[src/rtl/fetch_stage.sv]
// fetch_stage: PC, redirect/halt control and IF/ID register for the 5-stage MIPS core
module fetch_stage #(
  parameter logic [31:0] RESET_PC  = 32'h0000_0000,
  parameter logic [31:0] NOP_INSTR = 32'h0000_0000
) (
  input  logic        clk,
  input  logic        reset,
  output logic [31:0] imem_addr,
  input  logic [31:0] imem_rdata,
  input  logic        stallF,
  input  logic        stallD,
  input  logic        pcsrcD,
  input  logic        jumpD,
  input  logic        haltD,
  input  logic [31:0] pcbranchD,
  output logic [31:0] instrD,
  output logic [31:0] pcplus4D,
  output logic        validD,
  output logic        halted,
  output logic [31:0] fetch_count
);
  typedef enum logic {RUN, HALTED} state_t;
  state_t state, state_n;
  logic [31:0] pc_f, pc_n, pcplus4_f, jump_target, instr_n, pcplus4_n, count_n;
  logic valid_n, eff, eff_halt, eff_jump, eff_branch;
  assign imem_addr = pc_f;
  assign pcplus4_f = pc_f + 32'd4;
  assign jump_target = {pcplus4D[31:28], instrD[25:0], 2'b00};
  assign eff = validD & ~stallD;
  assign eff_halt = eff & haltD;
  assign eff_jump = eff & jumpD;
  assign eff_branch = eff & pcsrcD;
  assign halted = state == HALTED;
  always_comb begin
    state_n = state;
    pc_n = pc_f;
    instr_n = instrD;
    pcplus4_n = pcplus4D;
    valid_n = validD;
    count_n = fetch_count;
    if (state == RUN) begin
      if (eff_halt | eff_jump | eff_branch) begin
        instr_n = NOP_INSTR;
        pcplus4_n = '0;
        valid_n = 1'b0;
      end
      if (eff_halt)
        state_n = HALTED;
      else if (eff_jump | eff_branch)
        pc_n = eff_jump ? jump_target : pcbranchD;
      else begin
        pc_n = stallF ? pc_f : pcplus4_f;
        if (!stallD) begin
          instr_n = imem_rdata;
          pcplus4_n = pcplus4_f;
          valid_n = 1'b1;
          count_n = fetch_count + 32'd1;
        end
      end
    end
  end
  always_ff @(posedge clk) begin
    if (reset) begin
      state <= RUN;
      pc_f <= RESET_PC;
      instrD <= NOP_INSTR;
      pcplus4D <= '0;
      validD <= 1'b0;
      fetch_count <= '0;
    end else begin
      state <= state_n;
      pc_f <= pc_n;
      instrD <= instr_n;
      pcplus4D <= pcplus4_n;
      validD <= valid_n;
      fetch_count <= count_n;
    end
  end
endmodule
[config.mk]
export PLATFORM = sky130hd
export DESIGN_NAME = fetch_stage
export DESIGN_NICKNAME = d
export VERILOG_FILES = /design/src/rtl/fetch_stage.sv
export SDC_FILE = /design/constraint.sdc
export NUM_CORES = 1
export LEC_CHECK = 0
export ABC_AREA = 1
export CORE_UTILIZATION = 30
export CTS_CLUSTER_SIZE = 25
export DETAILED_ROUTE_END_ITERATION = 6
export GPL_TIMING_DRIVEN = 1
export SLEW_MARGIN = 20
export SYNTH_ARGS = -nofsm -noshare
export SYNTH_HDL_FRONTEND = slang
export SYNTH_SLANG_ARGS = --single-unit
[constraint.sdc]
create_clock -name clk -period 4.6 [get_ports clk]
set_clock_uncertainty 0.1 [all_clocks]
set_input_delay 1.38 -clock clk [delete_from_list [all_inputs] [get_ports clk]]
set_output_delay 1.38 -clock clk [all_outputs]
set_load 0.005 [all_outputs]
==> impl_metrics.json, run 1 <==
{
  "status": "finished with violations",
  "violations": "design-rule violations",
  "cts_tree": "yes",
  "final_core_util": 0.438,
  "dr.pass1.iters": 7,
  "synth-seq-cells": 130,
  "worstHoldPathType": "reg -> reg",
  "hpwl_um": 17100,
  "grt_max_degree": 61,
  "path_cells": "clkdlybuf4s50_1, nor2_4, o21ai_4, a21oi_1, nor2_2, inv_2, buf_4, a211oi_1",
  "root_buffer": "clkbuf_16",
  "worstMarginPinSlew_ns": 0.760,
  "critPathMaxFanout": 21,
  "viasPerCell": 4.76,
  "end_kind": "register",
  "max_cap_violations": 0,
  "drt_first_iter_violations": 363,
  "final.min_clock_period_ns": 3.25,
  "dp_slack_ns": 0.910,
  "grt_usage": 0.200,
  "place.gp.congestion": 0.893,
  "synth-seq-area-share": 0.381,
  "holdCritStartpoint": "pcplus4D[14]",
  "grt_pass1_wl_um": 36900,
  "hold_path_depth": 2,
  "finalSetupViolCount": 0,
  "htree_levels": 4,
  "cellPowerDensity_mw_per_mm2": 333,
  "relSlewSlack": 0.492,
  "remaining_drc_errors": 9,
  "synth_cells": 1019,
  "cts-hold-fix-buffers": 0,
  "crit_family": "buffers and inverters",
  "leakage_nw": 3.51,
  "crit_type": "in -> reg",
  "r2r_end": "imem_addr[22]",
  "rsz0062_at_grt": "no",
  "comb_power_share": 0.169,
  "synth.distinct_cells": 40,
  "coreArea_sq_mm": 0.0221,
  "wl_per_cell_um": 15.4,
  "fillCellCount": 2285,
  "area_growth_pct": 41.9,
  "dieHeight_um": 153,
  "setup_tns_ns": 0,
  "cts.sinks": 130,
  "portBuffers": 200,
  "layout_setup_ws_ns": 1.35,
  "critPathSlowestCell": "clkdlybuf4s50_1",
  "hold_viol": 0,
  "grt_pass1_vias": 6691,
  "cp.arrival_ns": 3.43,
  "initial_core_util": 0.309,
  "vias": 7127,
  "cts_inserted_buffers": 17,
  "cts_setup_buffers": 0,
  "insertion_delay_ns": 0.43,
  "wl_um": 23000,
  "grt_antenna_before_repair": 0,
  "max_freq_mhz": 308,
  "maxSlewViolCount": 0,
  "power.internal_mw": 2.29,
  "drtAntennaViolNets": 0,
  "async_flop_share": 0,
  "dpl-instance-area_sq_mm": 0.00908,
  "yosys_warnings": 0,
  "seqPwrFrac": 0.397,
  "r2r_cells": 7,
  "cts_resized": 0,
  "clock_path_buffers": 2,
  "grt_overflow_total": 0,
  "switching_share": 0.290,
  "startpoint_type": "input port",
  "synth_flop_cell": "dfxtp_1",
  "drive_gt1_frac": 0.0821,
  "fin_crit_sh": 0.706,
  "io_pins": 201,
  "syn-num-nets": 1092,
  "slowest_delay_ns": 0.56,
  "rrSetupSlack_ns": 2.35,
  "synth_edf_count": 0,
  "worstPathRequired_ns": 4.79,
  "rows": 54,
  "dieArea_sq_mm": 0.0234,
  "design_area_sq_mm": 0.00968,
  "cp_num_buf_inv": 3,
  "clkPwrFrac": 0.434,
  "ir_drop_uv": 237,
  "hold_end": "pcplus4D[14]",
  "timing.rr.start": "halted",
  "syn_avg_cell_area_sq_um": 6.70,
  "n_antenna_cell": 0,
  "clk_pin_slew_ns": 0.06,
  "p_switching_uw": 936,
  "syn-cell-area_sq_mm": 0.00682,
  "nets": 1278,
  "dieWidth_um": 153
}
## layout make-up
type	instances	area (sq um)	area share
well taps	280	350	0.0362
clock buffers	17	425	0.0439
flip-flops and latches	130	2600	0.269
repair buffers	214	2120	0.219
inverters	74	278	0.0287
multi-input cells	768	3730	0.386
clock inverters	15	173	0.0178
## tightest hold or removal path, cell delays in order, from the launching register on
cell and delay [ns]:
dfxtp_1 0.31, nand2_1 0.06, a21oi_1 0.05
## through the flow
step | hold slack [ns] | instances | power [mW]
after CTS | 0.367 | 1498 | 3.25
after floorplan | 0.361 | 1019 | 1.55
after global routing | 0.385 | 1498 | 3.37
after global placement | 0.353 | 1466 | 1.85
after detailed placement | 0.357 | 1466 | 1.85
final | 0.367 | 1498 | 3.23
## cells in the final DEF, fill, tap and decap left out, types with 2 or more instances in the layout
master | Yosys | routed
a211oi_1 | 11 | 11
a21boi_0 | 15 | 15
a21oi_1 | 74 | 74
a31oi_1 | 9 | 9
buf_4 | 1 | 13
bufinv_16 | 0 | 2
clkbuf_16 | 0 | 17
clkdlybuf4s50_1 | 0 | 200
clkinv_4 | 0 | 4
clkinvlp_4 | 0 | 2
dfxtp_1 | 130 | 130
ha_1 | 2 | 2
inv_1 | 70 | 70
inv_2 | 3 | 3
inv_6 | 0 | 4
inv_8 | 0 | 2
nand2_1 | 229 | 229
nand2_2 | 4 | 4
nand3_1 | 50 | 50
nand3_2 | 2 | 2
nand3b_1 | 6 | 6
nand4_1 | 5 | 5
nor2_1 | 202 | 201
nor2_2 | 4 | 5
nor2_4 | 2 | 2
nor3_1 | 14 | 14
nor3_2 | 19 | 19
o211ai_1 | 16 | 16
o21a_1 | 2 | 2
o21ai_0 | 57 | 57
o21ai_1 | 2 | 2
o21bai_1 | 3 | 3
or2_2 | 15 | 15
xnor2_1 | 7 | 7
xor2_1 | 11 | 11
## state kept, by name, indices dropped and copies added, names as in the netlist
name and count:
fetch_count 32, validD 1, instrD 32, halted 1
imem_addr 32, pcplus4D 32
## kinds of logic after synthesis
| kind of cell | count (synthesis) | share of synthesized area |
|---|---|---|
| buffers and inverters | 121 | 0.0739 |
| adders and majority gates | 2 | 0.00367 |
| DFF | 130 | 0.381 |
| and+or+nand+nor | 556 | 0.357 |
| xor gates and xnor gates | 18 | 0.0231 |
| AOI/OAI and AO/OA | 192 | 0.161 |
## per-layer routing
metal | up-vias | wire length (um) | track usage
met4 | 0 | 331 | 0.0572
met2 | 257 | 10200 | 0.313
met3 | 22 | 1950 | 0.0641
met1 | 3144 | 10500 | 0.264
li1 | 3704 | - | -
met5 | - | 0 | 0
## power by group through the flow
stage               Combinational [mW]  Clock, mW  Sequential, mW
floorplan                        0.257          0            1.29
global placement                 0.546          0            1.31
detailed placement               0.547          0            1.31
CTS                              0.550       1.42            1.28
global route                     0.603       1.47            1.29
finish                           0.545       1.40            1.28
## how the worst max path moves through the flow
| stage | start | endpoint | slack (ns) | depth (start not counted) |
|---|---|---|---|---|
| 2_1_floorplan | stallD | imem_addr[11] | 2.05 | 8 |
| 3_3_place_gp | stallD | instrD[13] | 0.97 | 8 |
| 3_5_place_dp | stallD | instrD[24] | 0.91 | 8 |
| 4_1_cts | stallD | instrD[21] | 1.36 | 8 |
| 5_1_grt | stallD | imem_addr[14] | 1.16 | 9 |
| 6_report | stallD | instrD[20] | 1.35 | 8 |
## cell usage after synthesis, types with 2 or more instances
master | n | share of area
o21ai_0 | 57 | 0.042
a21boi_0 | 15 | 0.017
ha_1 | 2 | 0.0037
inv_2 | 3 | 0.0017
nor3_2 | 19 | 0.028
nand3b_1 | 6 | 0.0066
a211oi_1 | 11 | 0.012
nor2_4 | 2 | 0.0033
a31oi_1 | 9 | 0.0083
or2_2 | 15 | 0.014
nand2_2 | 4 | 0.0037
a21oi_1 | 74 | 0.054
buf_1 | 2 | 0.0011
nand2_1 | 229 | 0.13
o21bai_1 | 3 | 0.0033
nand4_1 | 5 | 0.0046
clkbuf_1 | 22 | 0.012
xor2_1 | 11 | 0.014
xnor2_1 | 7 | 0.0090
o21ai_1 | 2 | 0.0015
dfxtp_1 | 130 | 0.38
nor2_2 | 4 | 0.0037
o211ai_1 | 16 | 0.018
buf_6 | 3 | 0.0050
buf_2 | 19 | 0.014
inv_1 | 70 | 0.039
nor2_1 | 202 | 0.11
nand3_2 | 2 | 0.0029
nor3_1 | 14 | 0.010
nand3_1 | 50 | 0.037
o21a_1 | 2 | 0.0022
Note: power is estimated with default switching activity, not from simulation.
==> run 2, diff against run 1 <==
==> constraint.sdc (replaced) <==
create_clock -name clk -period 3.1 [get_ports clk]
set_clock_uncertainty 0.1 [all_clocks]
set_input_delay 0.93 -clock clk [delete_from_list [all_inputs] [get_ports clk]]
set_output_delay 0.93 -clock clk [all_outputs]
set_load 0.005 [all_outputs]
==> run 2 against run 1 <==
The flow still finishes with violations (design-rule violations). Critical path type is now reg -> out. Combinational power rose by 50%. Routed wire length down 0.78%. Global-route usage down 0.17 points. Cell count grew 0.20%. Count of clock-buffer cells in the layout increased by 1. Non-clock buffer count increased by 3.
==> impl_metrics.json, run 2 (synthesis gave the netlist of run 1 again) <==
{
  "dp_cells": 1469,
  "wl_um": 22900,
  "area_growth_pct": 42.7,
  "crit_family": "buffers and inverters",
  "coreArea_sq_mm": 0.0221,
  "cts.sinks": 130,
  "startpoint_type": "register",
  "cts_resized": 0,
  "root_buffer": "clkbuf_16",
  "crit_path_end": "imem_addr[26]",
  "vias": 7239,
  "clkPwrFrac": 0.430,
  "crit_type": "reg -> out",
  "critPathSlowestCell": "clkdlybuf4s50_1",
  "drt_first_iter_violations": 501,
  "switching_share": 0.284,
  "stdcell_count": 1501,
  "seqPwrFrac": 0.399,
  "dp_slack_ns": 0.262,
  "remaining_drc_errors": 10,
  "clk_pin_slew_ns": 0.06,
  "grt_antenna_before_repair": 0,
  "wl_per_cell_um": 15.2,
  "dr.pass1.iters": 7,
  "grt_pass1_vias": 6589,
  "leakage_nw": 3.53,
  "cts_setup_buffers": 0,
  "worstPathRequired_ns": 2.07,
  "r2r_cells": 10,
  "violations": "design-rule violations",
  "n_antenna_cell": 0,
  "drive_gt1_frac": 0.0844,
  "path_cells": "clkdlybuf4s50_1",
  "cts_inserted_buffers": 17,
  "layout_setup_ws_ns": 0.542,
  "end_kind": "primary output",
  "cts_tree": "yes",
  "hpwl_um": 17000,
  "dieHeight_um": 153,
  "cp.arrival_ns": 1.53,
  "status": "finished with violations",
  "maxSlewViolCount": 0,
  "worstHoldPathType": "reg -> reg",
  "rrSetupSlack_ns": 0.94,
  "place.gp.congestion": 0.885,
  "design_area_sq_mm": 0.00974,
  "dieArea_sq_mm": 0.0234,
  "grt_pass1_wl_um": 36500,
  "rsz0062_at_grt": "no",
  "grt_max_degree": 61,
  "power.internal_mw": 3.42,
  "fin_crit_sh": 0.825,
  "cts-hold-fix-buffers": 0,
  "final_core_util": 0.441,
  "most-common-layout-cells": "nand2_1 (229), nor2_1 (201), clkdlybuf4s50_1 (200)",
  "insertion_delay_ns": 0.43,
  "grt_overflow_total": 0,
  "ir_drop_uv": 370,
  "grt_usage": 0.199,
  "portBuffers": 200,
  "io_pins": 201,
  "comb_power_share": 0.172,
  "clock_path_buffers": 2,
  "cp_num_buf_inv": 1,
  "cp.depth": 1,
  "p_total_mw": 4.77,
  "htree_levels": 4,
  "timing.rr.start": "imem_addr[2]",
  "cp-startpoint": "imem_addr[26]",
  "holdWs_ns": 0.388,
  "worstMarginPinSlew_ns": 0.569,
  "drtAntennaViolNets": 0,
  "cellPowerDensity_mw_per_mm2": 490,
  "nets": 1281,
  "hold_viol": 0,
  "r2r_end": "pcplus4D[30]",
  "final.min_clock_period_ns": 2.56,
  "initial_core_util": 0.309,
  "p_switching_mw": 1.35,
  "rows": 54,
  "setup_tns_ns": 0,
  "max_freq_mhz": 391,
  "dieWidth_um": 153,
  "critPathMaxFanout": 7,
  "relSlewSlack": 0.621,
  "dpl-instance-area_sq_mm": 0.00915,
  "final_common_cell": "nand2_1",
  "slowest_delay_ns": 0.59,
  "max_cap_violations": 0,
  "finalSetupViolCount": 0,
  "viasPerCell": 4.82
}
run 2: metal layers:
layer  track usage  vias up  share of wire
met1         0.269     3275           0.46
met4        0.0678        0          0.018
met2         0.304      241           0.44
li1              -     3697              -
met5             0        -              0
met3        0.0536       26          0.080
run 2: power by group through the flow:
stage          combinational (mW)  sequential, mW  clock (mW)
2_1_floorplan               0.382            1.91           0
3_3_place_gp                0.819            1.94           0
3_5_place_dp                0.820            1.94           0
4_1_cts                     0.826            1.90        2.09
5_1_grt                     0.900            1.92        2.17
6_report                    0.820            1.90        2.05
run 2: how the worst min path moves through the flow:
stage | start | end | slack (ns) | cells after the start
after floorplan | pcplus4D[11] | pcplus4D[11] | 0.36 | 2
after global placement | pcplus4D[12] | pcplus4D[12] | 0.38 | 2
after detailed placement | instrD[24] | instrD[24] | 0.37 | 2
after CTS | instrD[24] | instrD[24] | 0.39 | 2
after global routing | pcplus4D[12] | pcplus4D[12] | 0.40 | 2
final | pcplus4D[15] | pcplus4D[15] | 0.39 | 2
run 2: cell type report:
class / instances / area [sq um]
inverter: 74 / 278
clock inverter: 14 / 154
tap: 280 / 350
timing repair buffer: 217 / 2180
multi-input combinational: 768 / 3730
sequential: 130 / 2600
fill: 2251 / 12400
clock buffer: 18 / 439
run 2: tightest hold or removal path, cell delays in order, from the launching register on:
cell	delay [ns]
dfxtp_1	0.32
nand2_1	0.06
a21oi_1	0.05
==> run 3, diff against run 2 <==
==> constraint.sdc (replaced) <==
create_clock -name clk -period 2.42 [get_ports clk]
set_clock_uncertainty 0.1 [all_clocks]
set_input_delay 0.726 -clock clk [delete_from_list [all_inputs] [get_ports clk]]
set_output_delay 0.726 -clock clk [all_outputs]
set_load 0.005 [all_outputs]
==> run 3 against run 2 <==
Routed wire length increased by 1.1%. Largest cell class unchanged. Sequential cell count unchanged. Utilization up 1.7 points. Critical endpoint is now imem_addr[14]. Largest power group unchanged. Global-route usage increased by 0.23 points. First-iteration DRC count down 20%. Count of clock-buffer cells in the layout grew 5. Setup slack worse by 0.42 ns. Critical path depth is the same. Highest routed layer unchanged. The flow still finishes with violations (design-rule violations). Die area unchanged. Via count rose by 0.47%.
==> impl_metrics.json, run 3 (synthesis gave the netlist of run 1 again) <==
{
  "status": "finished with violations",
  "violations": "design-rule violations",
  "critPathMaxFanout": 6,
  "dp_slack_ns": -0.203,
  "worstMarginPinSlew_ns": 0.493,
  "cts.sinks": 130,
  "end_kind": "primary output",
  "remaining_drc_errors": 9,
  "coreArea_sq_mm": 0.0221,
  "grt_usage": 0.201,
  "cp.depth": 1,
  "holdCritStartpoint": "pcplus4D[13]",
  "max_freq_mhz": 435,
  "ir_drop_uv": 458,
  "drtAntennaViolNets": 0,
  "critPathSlowestCell": "clkdlybuf4s50_1",
  "fin_crit_sh": 0.950,
  "cp_num_buf_inv": 1,
  "leakage_nw": 3.75,
  "io_pins": 201,
  "dieWidth_um": 153,
  "portBuffers": 200,
  "startpoint_type": "register",
  "final_common_cell": "nand2_1",
  "dieHeight_um": 153,
  "htree_levels": 4,
  "cts-hold-fix-buffers": 0,
  "finalSetupViolCount": 0,
  "design_area_sq_mm": 0.0101,
  "n_antenna_cell": 0,
  "rsz0062_at_grt": "no",
  "grt_max_degree": 59,
  "worstHoldPathType": "reg -> reg",
  "vias": 7273,
  "crit_family": "buffers and inverters",
  "slowest_delay_ns": 0.59,
  "cts_inserted_buffers": 17,
  "final.min_clock_period_ns": 2.30,
  "clock_path_buffers": 2,
  "cp.arrival_ns": 1.47,
  "drt_first_iter_violations": 402,
  "cts_setup_buffers": 0,
  "rrSetupSlack_ns": 0.46,
  "crit_type": "reg -> out",
  "cts_resized": 0,
  "grt_pass1_wl_um": 37000,
  "r2r_end": "pcplus4D[12]",
  "relSlewSlack": 0.670,
  "nets": 1312,
  "layout_setup_ws_ns": 0.122,
  "dieArea_sq_mm": 0.0234,
  "clk_pin_slew_ns": 0.06,
  "hpwl_um": 17500,
  "area_growth_pct": 48.4,
  "cp-startpoint": "imem_addr[14]",
  "wl_um": 23100,
  "grt_overflow_total": 0,
  "dp_cells": 1500,
  "path_cells": "clkdlybuf4s50_1",
  "grt_pass1_vias": 6710,
  "dr.pass1.iters": 7,
  "p_total_mw": 6.42,
  "crit_path_end": "imem_addr[14]",
  "place.gp.congestion": 0.921,
  "maxSlewViolCount": 0,
  "hold_viol": 0,
  "most-common-layout-cells": "nand2_1 (229), nor2_1 (201), clkdlybuf4s50_1 (200)",
  "worstPathRequired_ns": 1.59,
  "insertion_delay_ns": 0.42,
  "cts_tree": "yes",
  "initial_core_util": 0.309,
  "drive_gt1_frac": 0.106,
  "max_cap_violations": 0,
  "viasPerCell": 4.75,
  "cellPowerDensity_mw_per_mm2": 634,
  "timing.rr.start": "imem_addr[3]",
  "setup_tns_ns": 0,
  "wl_per_cell_um": 15.1,
  "r2r_cells": 8,
  "dpl-instance-area_sq_mm": 0.00948,
  "grt_antenna_before_repair": 0,
  "stdcell_count": 1531,
  "rows": 54,
  "root_buffer": "clkbuf_16"
}
run 3: worst min-delay path by stage:
stage	cells past startpoint	slack [ns]	end
final	2	0.36	pcplus4D[13]
after global routing	2	0.38	pcplus4D[12]
after CTS	2	0.37	pcplus4D[13]
after detailed placement	2	0.36	pcplus4D[13]
after global placement	2	0.35	pcplus4D[14]
after floorplan	2	0.36	pcplus4D[11]
run 3: stage by stage:
stage / hold WS, ns / utilization
2_1_floorplan: 0.361 / -
3_3_place_gp: 0.354 / 0.429
3_5_place_dp: 0.357 / 0.429
4_1_cts: 0.366 / 0.458
5_1_grt: 0.382 / 0.458
6_report: 0.365 / 0.458
run 3: cell type report:
type	count	area (sq um)
Fill cell	2218	12000
Multi-Input combinational cell	768	3730
Sequential cell	130	2600
Timing Repair Buffer	248	2510
Clock buffer	23	498
Tap cell	280	350
Inverter	74	278
Clock inverter	8	149
run 3: metal layers:
layer	wire [um]	part of all wire	GRT usage
met4	261	0.011	0.0519
met3	2050	0.089	0.0610
met1	10500	0.45	0.265
met2	10400	0.45	0.318
met5	0	0	0
run 3: worst min-delay path, delay by kind of cell (launching register included):
family / cells / cell delay, ns
AOI/OAI and AO/OA: 1 / 0.05
DFF: 1 / 0.30
and+or+nand+nor: 1 / 0.06
run 3: power breakdown:
group / switching (mW) / internal [mW]
clock network: 0.985 / 1.86
registers: 0.141 / 2.28
logic: 0.538 / 0.613
total: 1.66 / 4.75
==> variant 1, RTL diff (config.mk and constraints of run 2) <==
Reset style: asynchronous (`reset`), changed in one clocked block.
--- a/src/rtl/fetch_stage.sv
+++ b/src/rtl/fetch_stage.sv
@@ -61,3 +61,3 @@
   end
-  always_ff @(posedge clk) begin
+  always_ff @(posedge clk or posedge reset) begin
     if (reset) begin
Behaviour: differs if reset is asserted again (counterexample within 4 cycles, from zero or initial values and one cycle with reset high); with reset held inactive, the same outputs for 4 cycles.
==> variant 1 against run 2 <==
  * Via count rose by 3.6%
  * Sequential cell count is the same
  * Highest routed layer unchanged
  * Synthesized area grew 9.8%
  * Routed wire length grew 9.4%
  * Critical endpoint is now imem_addr[7]
  * Worst setup slack better by 0.012 ns
  * Design area up 8.4%
  * Worst hold slack got worse by 0.0023 ns
  * Count of clock-buffer cells in the layout unchanged
  * Register-to-register slack got worse by 0.03 ns
Power is not compared: it rests on default switching activity, and its combinational part moved more than twofold at a synthesized area within 25%.
==> variant 1: results (changes against run 2) <==
Detailed routing
  • DRT Pass-1 Iters: 5 (was 7)
  • Via count: 7,500 (was 7,239)
  • Via density: 4.682 (was 4.823)
  • Initial DRC count: 563 (was 501)
  • DR WL/cell: 15.62 um (was 15.24 um)

Clocking
  • H-tree Lvls: 4 (unchanged)
  • Root buffer cell: clkbuf_16 (unchanged)
  • Post-cts sizing count: 0 (unchanged)
  • CTS clk-pin slew, worst paths: 0.06 ns (about the same)
  • Setup Buffers After CTS: 0 (unchanged)
  • Maximum clock insertion buffer count: 2 (unchanged)

GRT
  • Number of global-route vias before repair: 7,302 (was 6,589)
  • Gr usage total: 20.12% (was 19.87%)
  • Initial antenna violation count: 0 (unchanged)
  • First-pass GRT wire length: 40,590 um (was 36,490 um)
  • Largest net degree at the start of global routing: 74 (was 61)

Synth
  • Seq/Total Area, Yosys: 43.41% (was 38.14%)
  • Post-Synth XOR/XNOR Area: 2.805% (was 2.310%)
  • Synth cell count leaders: nand2_1, nor2_1, dfrtp_1 (was nand2_1, nor2_1, dfxtp_1)
  • Post-synthesis cell type count: 37 (was 40)
  • Gate Count Post-Synth: 1,067 (was 1,019)
  • Main synth FF type: dfrtp_1 (was dfxtp_1)
  • Adder-Cell Fraction of Synth Area: 0.3339% (was 0.3667%)
  • Asr flop ratio synth: 100.0% (was 0%)
  • Compound-gate portion of the synthesized area: 9.167% (was 16.12%)
  • Multiplexer share of the synthesized area: 0% (unchanged)
  • Top cells by area, synth: dfrtp_1, nand2_1, nor2_1, nand3_1, inv_1 (was dfxtp_1, nand2_1, nor2_1, a21oi_1, o21ai_0)

Place
  • I/O Buffers: 200 (unchanged)
  • GP Congestion: 0.8866 (was 0.8845)
  • Dpl cells: 1,571 (was 1,469)
  • Pre-CTS WS: 0.2442 ns (was 0.2616 ns)
  • Post-DP HPWL: 18,640 um (was 16,960 um)

Critical path
  • WP data arrival: 1.52 ns
  • CP top delay family: buffers and inverters (unchanged)
  • Worst-path fanout max: 6 (was 7)
  • Crit-path max cell delay: 0.60 ns

Timing
  • Setup Viol. Count Final: 0 (unchanged)
  • Slew @ Worst Pin: 0.5423 ns (was 0.5685 ns)

Status
  • Outcome: finished, final reports clean (was finished, violations left)

Pwr
  • Cell Int Power: 3.397 mW
  • Max VDD drop: 0.3289 mV
  • Leak Pwr: roughly 4.7 nW

Min path
  • Hold Crit Class: flip-flop to flip-flop (unchanged)

Layout
  • Layout cells sized above 1: 6.182% (was 8.436%)
  • Ant diodes: 0 (unchanged)
  • Fin nets: 1,339 (was 1,281)
variant 1: kinds of logic (layout without fill, tap and decap cells):
logic type	after synthesis	after routing
and+or+nand+nor	665	665
buffers and inverters	135	346
DFF	130	130
AOI/OAI and AO/OA	111	111
xor gates and xnor gates	24	24
adders and majority gates	2	2
variant 1: metal layers:
| metal | share of wire [%] | track usage [%] | up-vias | wire (um) |
|---|---|---|---|---|
| li1 | - | - | 3775 | - |
| met1 | 47 | 27.88 | 3441 | 11690 |
| met2 | 45 | 30.99 | 258 | 11170 |
| met3 | 7.3 | 5.325 | 26 | 1832 |
| met4 | 1.3 | 4.978 | 0 | 321 |
| met5 | 0 | 0 | - | 0 |
variant 1: cell type report:
class	instances	area (um2)
Clock buffer	18	439.2
Timing Repair Buffer	221	2222
Tap cell	324	405.4
Multi-Input combinational cell	802	3661
Inverter	94	361.6
Sequential cell	130	3253
Clock inverter	13	209.0
Fill cell	2547	13840
variant 1: per-stage QoR:
stage | cell area [um2] | hold slack [ns]
final | 10550 | 0.3856
after floorplan | 7497 | 0.3724
after detailed placement | 9903 | 0.3731
after CTS | 10550 | 0.3894
after global routing | 10550 | 0.4206
after global placement | 9903 | 0.3669
variant 1: path summary, 6_finish.rpt:
kind / cells after the start / slack (ns) / startpoint / endpoint
max: 1 / 0.55 / imem_addr[7]$_DFFE_PP0P_ / imem_addr[7]
min: 2 / 0.39 / pcplus4D[12]$_DFFE_PP0N_ / pcplus4D[12]$_DFFE_PP0N_
max reg2reg: 10 / 0.91 / imem_addr[2]$_DFFE_PP0P_ / pcplus4D[28]$_DFFE_PP0N_
min reg2reg: 2 / 0.39 / pcplus4D[12]$_DFFE_PP0N_ / pcplus4D[12]$_DFFE_PP0N_
max in group asynchronous: 3 / 1.62 / reset / imem_addr[23]$_DFFE_PP0P_
min in group asynchronous: 3 / 0.88 / reset / fetch_count[2]$_DFFE_PP0P_
variant 1: power by group through the flow:
stage	Sequential, mW	Clock (mW)	Combinational [mW]
2_1_floorplan	1.80	0	0.159
4_1_cts	1.77	2.28	0.411
3_3_place_gp	1.80	0	0.406
3_5_place_dp	1.80	0	0.409
5_1_grt	1.77	2.36	0.443
6_report	1.77	2.25	0.404
==> variant 2, RTL diff (flow settings as in run 2) <==
Made on the original files. Put one more register stage on the output `fetch_count`, with the module's reset. The value now appears one clock later. The other outputs are not delayed to match.
--- a/src/rtl/fetch_stage.sv
+++ b/src/rtl/fetch_stage.sv
@@ -22,2 +22,4 @@
   typedef enum logic {RUN, HALTED} state_t;
+
+  logic [31:0] fetch_count_s0;
   state_t state, state_n;
@@ -39,3 +41,3 @@
     valid_n = validD;
-    count_n = fetch_count;
+    count_n = fetch_count_s0;
     if (state == RUN) begin
@@ -56,3 +58,3 @@
           valid_n = 1'b1;
-          count_n = fetch_count + 32'd1;
+          count_n = fetch_count_s0 + 32'd1;
         end
@@ -68,3 +70,3 @@
       validD <= 1'b0;
-      fetch_count <= '0;
+      fetch_count_s0 <= '0;
     end else begin
@@ -75,5 +77,13 @@
       validD <= valid_n;
-      fetch_count <= count_n;
+      fetch_count_s0 <= count_n;
     end
   end
+  always_ff @(posedge clk) begin
+    if (reset) begin
+      fetch_count <= '0;
+    end else begin
+      fetch_count <= fetch_count_s0;
+    end
+  end
+
 endmodule
Formal check against the unedited RTL: not equivalent (a bounded check fails within 4 cycles, from zero or initial values and one cycle with reset high).
==> variant 2 against run 2 <==
  * Sequential cell count rose by 32
  * Design area up 7.5%
  * Worst setup slack gained 0.0033 ns
  * Non-clock buffer count fell by 3
  * Highest routed layer unchanged
  * Synthesized area rose by 9.1%
  * Global-route usage shrank 1.3 points
  * Die area is 9.0% higher
  * Routed wire length rose by 1.8%
  * Critical path type unchanged
  * Sequential power is 21% higher
  * Worst hold slack worse by 0.027 ns
  * Total power increased by 11%
  * Fmax increased by 0.13%
==> variant 2: results (changes against run 2) <==
Place
  • Pre-CTS WS: 0.1899 ns (was 0.2616 ns)
  • Dpl cell area: 9849 um2 (was 9145 um2)
  • Dpl cells: 1,587 (was 1,469)
  • Post-DP HPWL: 16,690 um (was 16,960 um)

Pwr
  • Max VDD drop: 0.3445 mV (was 0.3702 mV)
  • Leak Pwr: 3.937 nW (was 3.533 nW)

Detailed routing
  • Via count: 7,493 (was 7,239)
  • Total wire length: 23,270 um (was 22,870 um)
  • DR WL/cell: 14.37 um (was 15.24 um)
  • Initial DRC count: 435 (was 501)

GRT
  • First-pass GRT wire length: 37,580 um (was 36,490 um)
  • Gr usage total: 18.56% (was 19.87%)
  • GR Util met2: 30.73% (was 30.36%)
  • Met3 GRT Util: 5.600% (was 5.359%)
  • Initial antenna violation count: 1 (was 0)
  • M1 GR Usage: 23.15% (was 26.87%)

Critical path
  • FF-to-FF End: pcplus4D[22]$_SDFFE_PP0N_ (was pcplus4D[30]$_SDFFE_PP0N_)
  • Worst-path fanout max: 4 (was 7)
  • Reg-to-reg slack, setup: 1.02 ns (was 0.94 ns)

Synth
  • Multiplexer share of the synthesized area: 0% (unchanged)
  • Post-synthesis net count: 1,170 (was 1,092)
  • Seq/Total Area, Yosys: 43.54% (was 38.14%)
  • Post-synthesis cell type count: 35 (was 40)
  • Post-Synth XOR/XNOR Area: 2.117% (was 2.310%)
  • Compound-gate portion of the synthesized area: 14.85% (was 16.12%)
  • Avg Cell Area, Syn: 6.790 um2 (was 6.697 um2)
  • Synth cell count leaders: nand2_1, nor2_1, dfxtp_1 (unchanged)
  • Adder-Cell Fraction of Synth Area: 0.3360% (was 0.3667%)
  • Top cells by area, synth: dfxtp_1, nand2_1, nor2_1, inv_1, a21oi_1 (was dfxtp_1, nand2_1, nor2_1, a21oi_1, o21ai_0)
  • Yosys reg bits: 162 (was 130)

Die
  • Die area: 25,460 um2 (was 23,350 um2)

Layout
  • Ant diodes: 1 (was 0)
  • Fin nets: 1,355 (was 1,281)
  • Layout cells sized above 1: 5.405% (was 8.436%)
  • # fillers: 2,488 (was 2,251)
  • Cell area after layout: 10,470 um2 (was 9738 um2)
  • Repair and plain buffers: 214 (was 217)
  • #MultiIn Comb: 782 (was 768)
  • Signal buf overhead: 20.80% (was 22.38%)
  • Footprint of the multi-input gates: 3630 um2 (was 3735 um2)
  • Inverters excl. clock: 105 (was 74)
  • Clk cell area share: 5.881% (was 6.090%)

Status
  • Outcome: finished, final reports clean (was finished, violations left)

Timing
  • Fin Hold WS: 0.3605 ns (was 0.3879 ns)
  • Worst rel slew slack: 59.18% (was 62.06%)

Min path
  • Min-delay src: fetch_count_s0[31]$_SDFFE_PP0P_ (was pcplus4D[15]$_SDFFE_PP0N_)
  • Hold endpoint: fetch_count[31]$_SDFF_PP0_ (was pcplus4D[15]$_SDFFE_PP0N_)
==> variant 2: worst max-delay path by stage <==
stage	from	end	slack, ns	depth (start not counted)
3_5_place_dp	stallD	imem_addr[1]$_SDFFE_PP0P_	0.19	7
5_1_grt	stallD	imem_addr[1]$_SDFFE_PP0P_	0.44	7
2_1_floorplan	stallD	pcplus4D[4]$_SDFFE_PP0N_	1.04	5
4_1_cts	halted$_SDFF_PP0_	halted	0.54	1
6_report	halted$_SDFF_PP0_	halted	0.55	1
3_3_place_gp	stallD	imem_addr[30]$_SDFFE_PP0P_	0.23	8
==> variant 2: routing by layer <==
metal,vias up,share of wire (%)
met1,3382,44
met2,197,47
met3,26,6.8
met4,0,1.7
li1,3888,-
met5,-,0
==> variant 2: where the power goes <==
part / internal [mW] / switching [mW]
Combinational: 0.405 / 0.384
Clock: 1.30 / 0.929
Sequential: 2.19 / 0.109
Total: 3.90 / 1.42
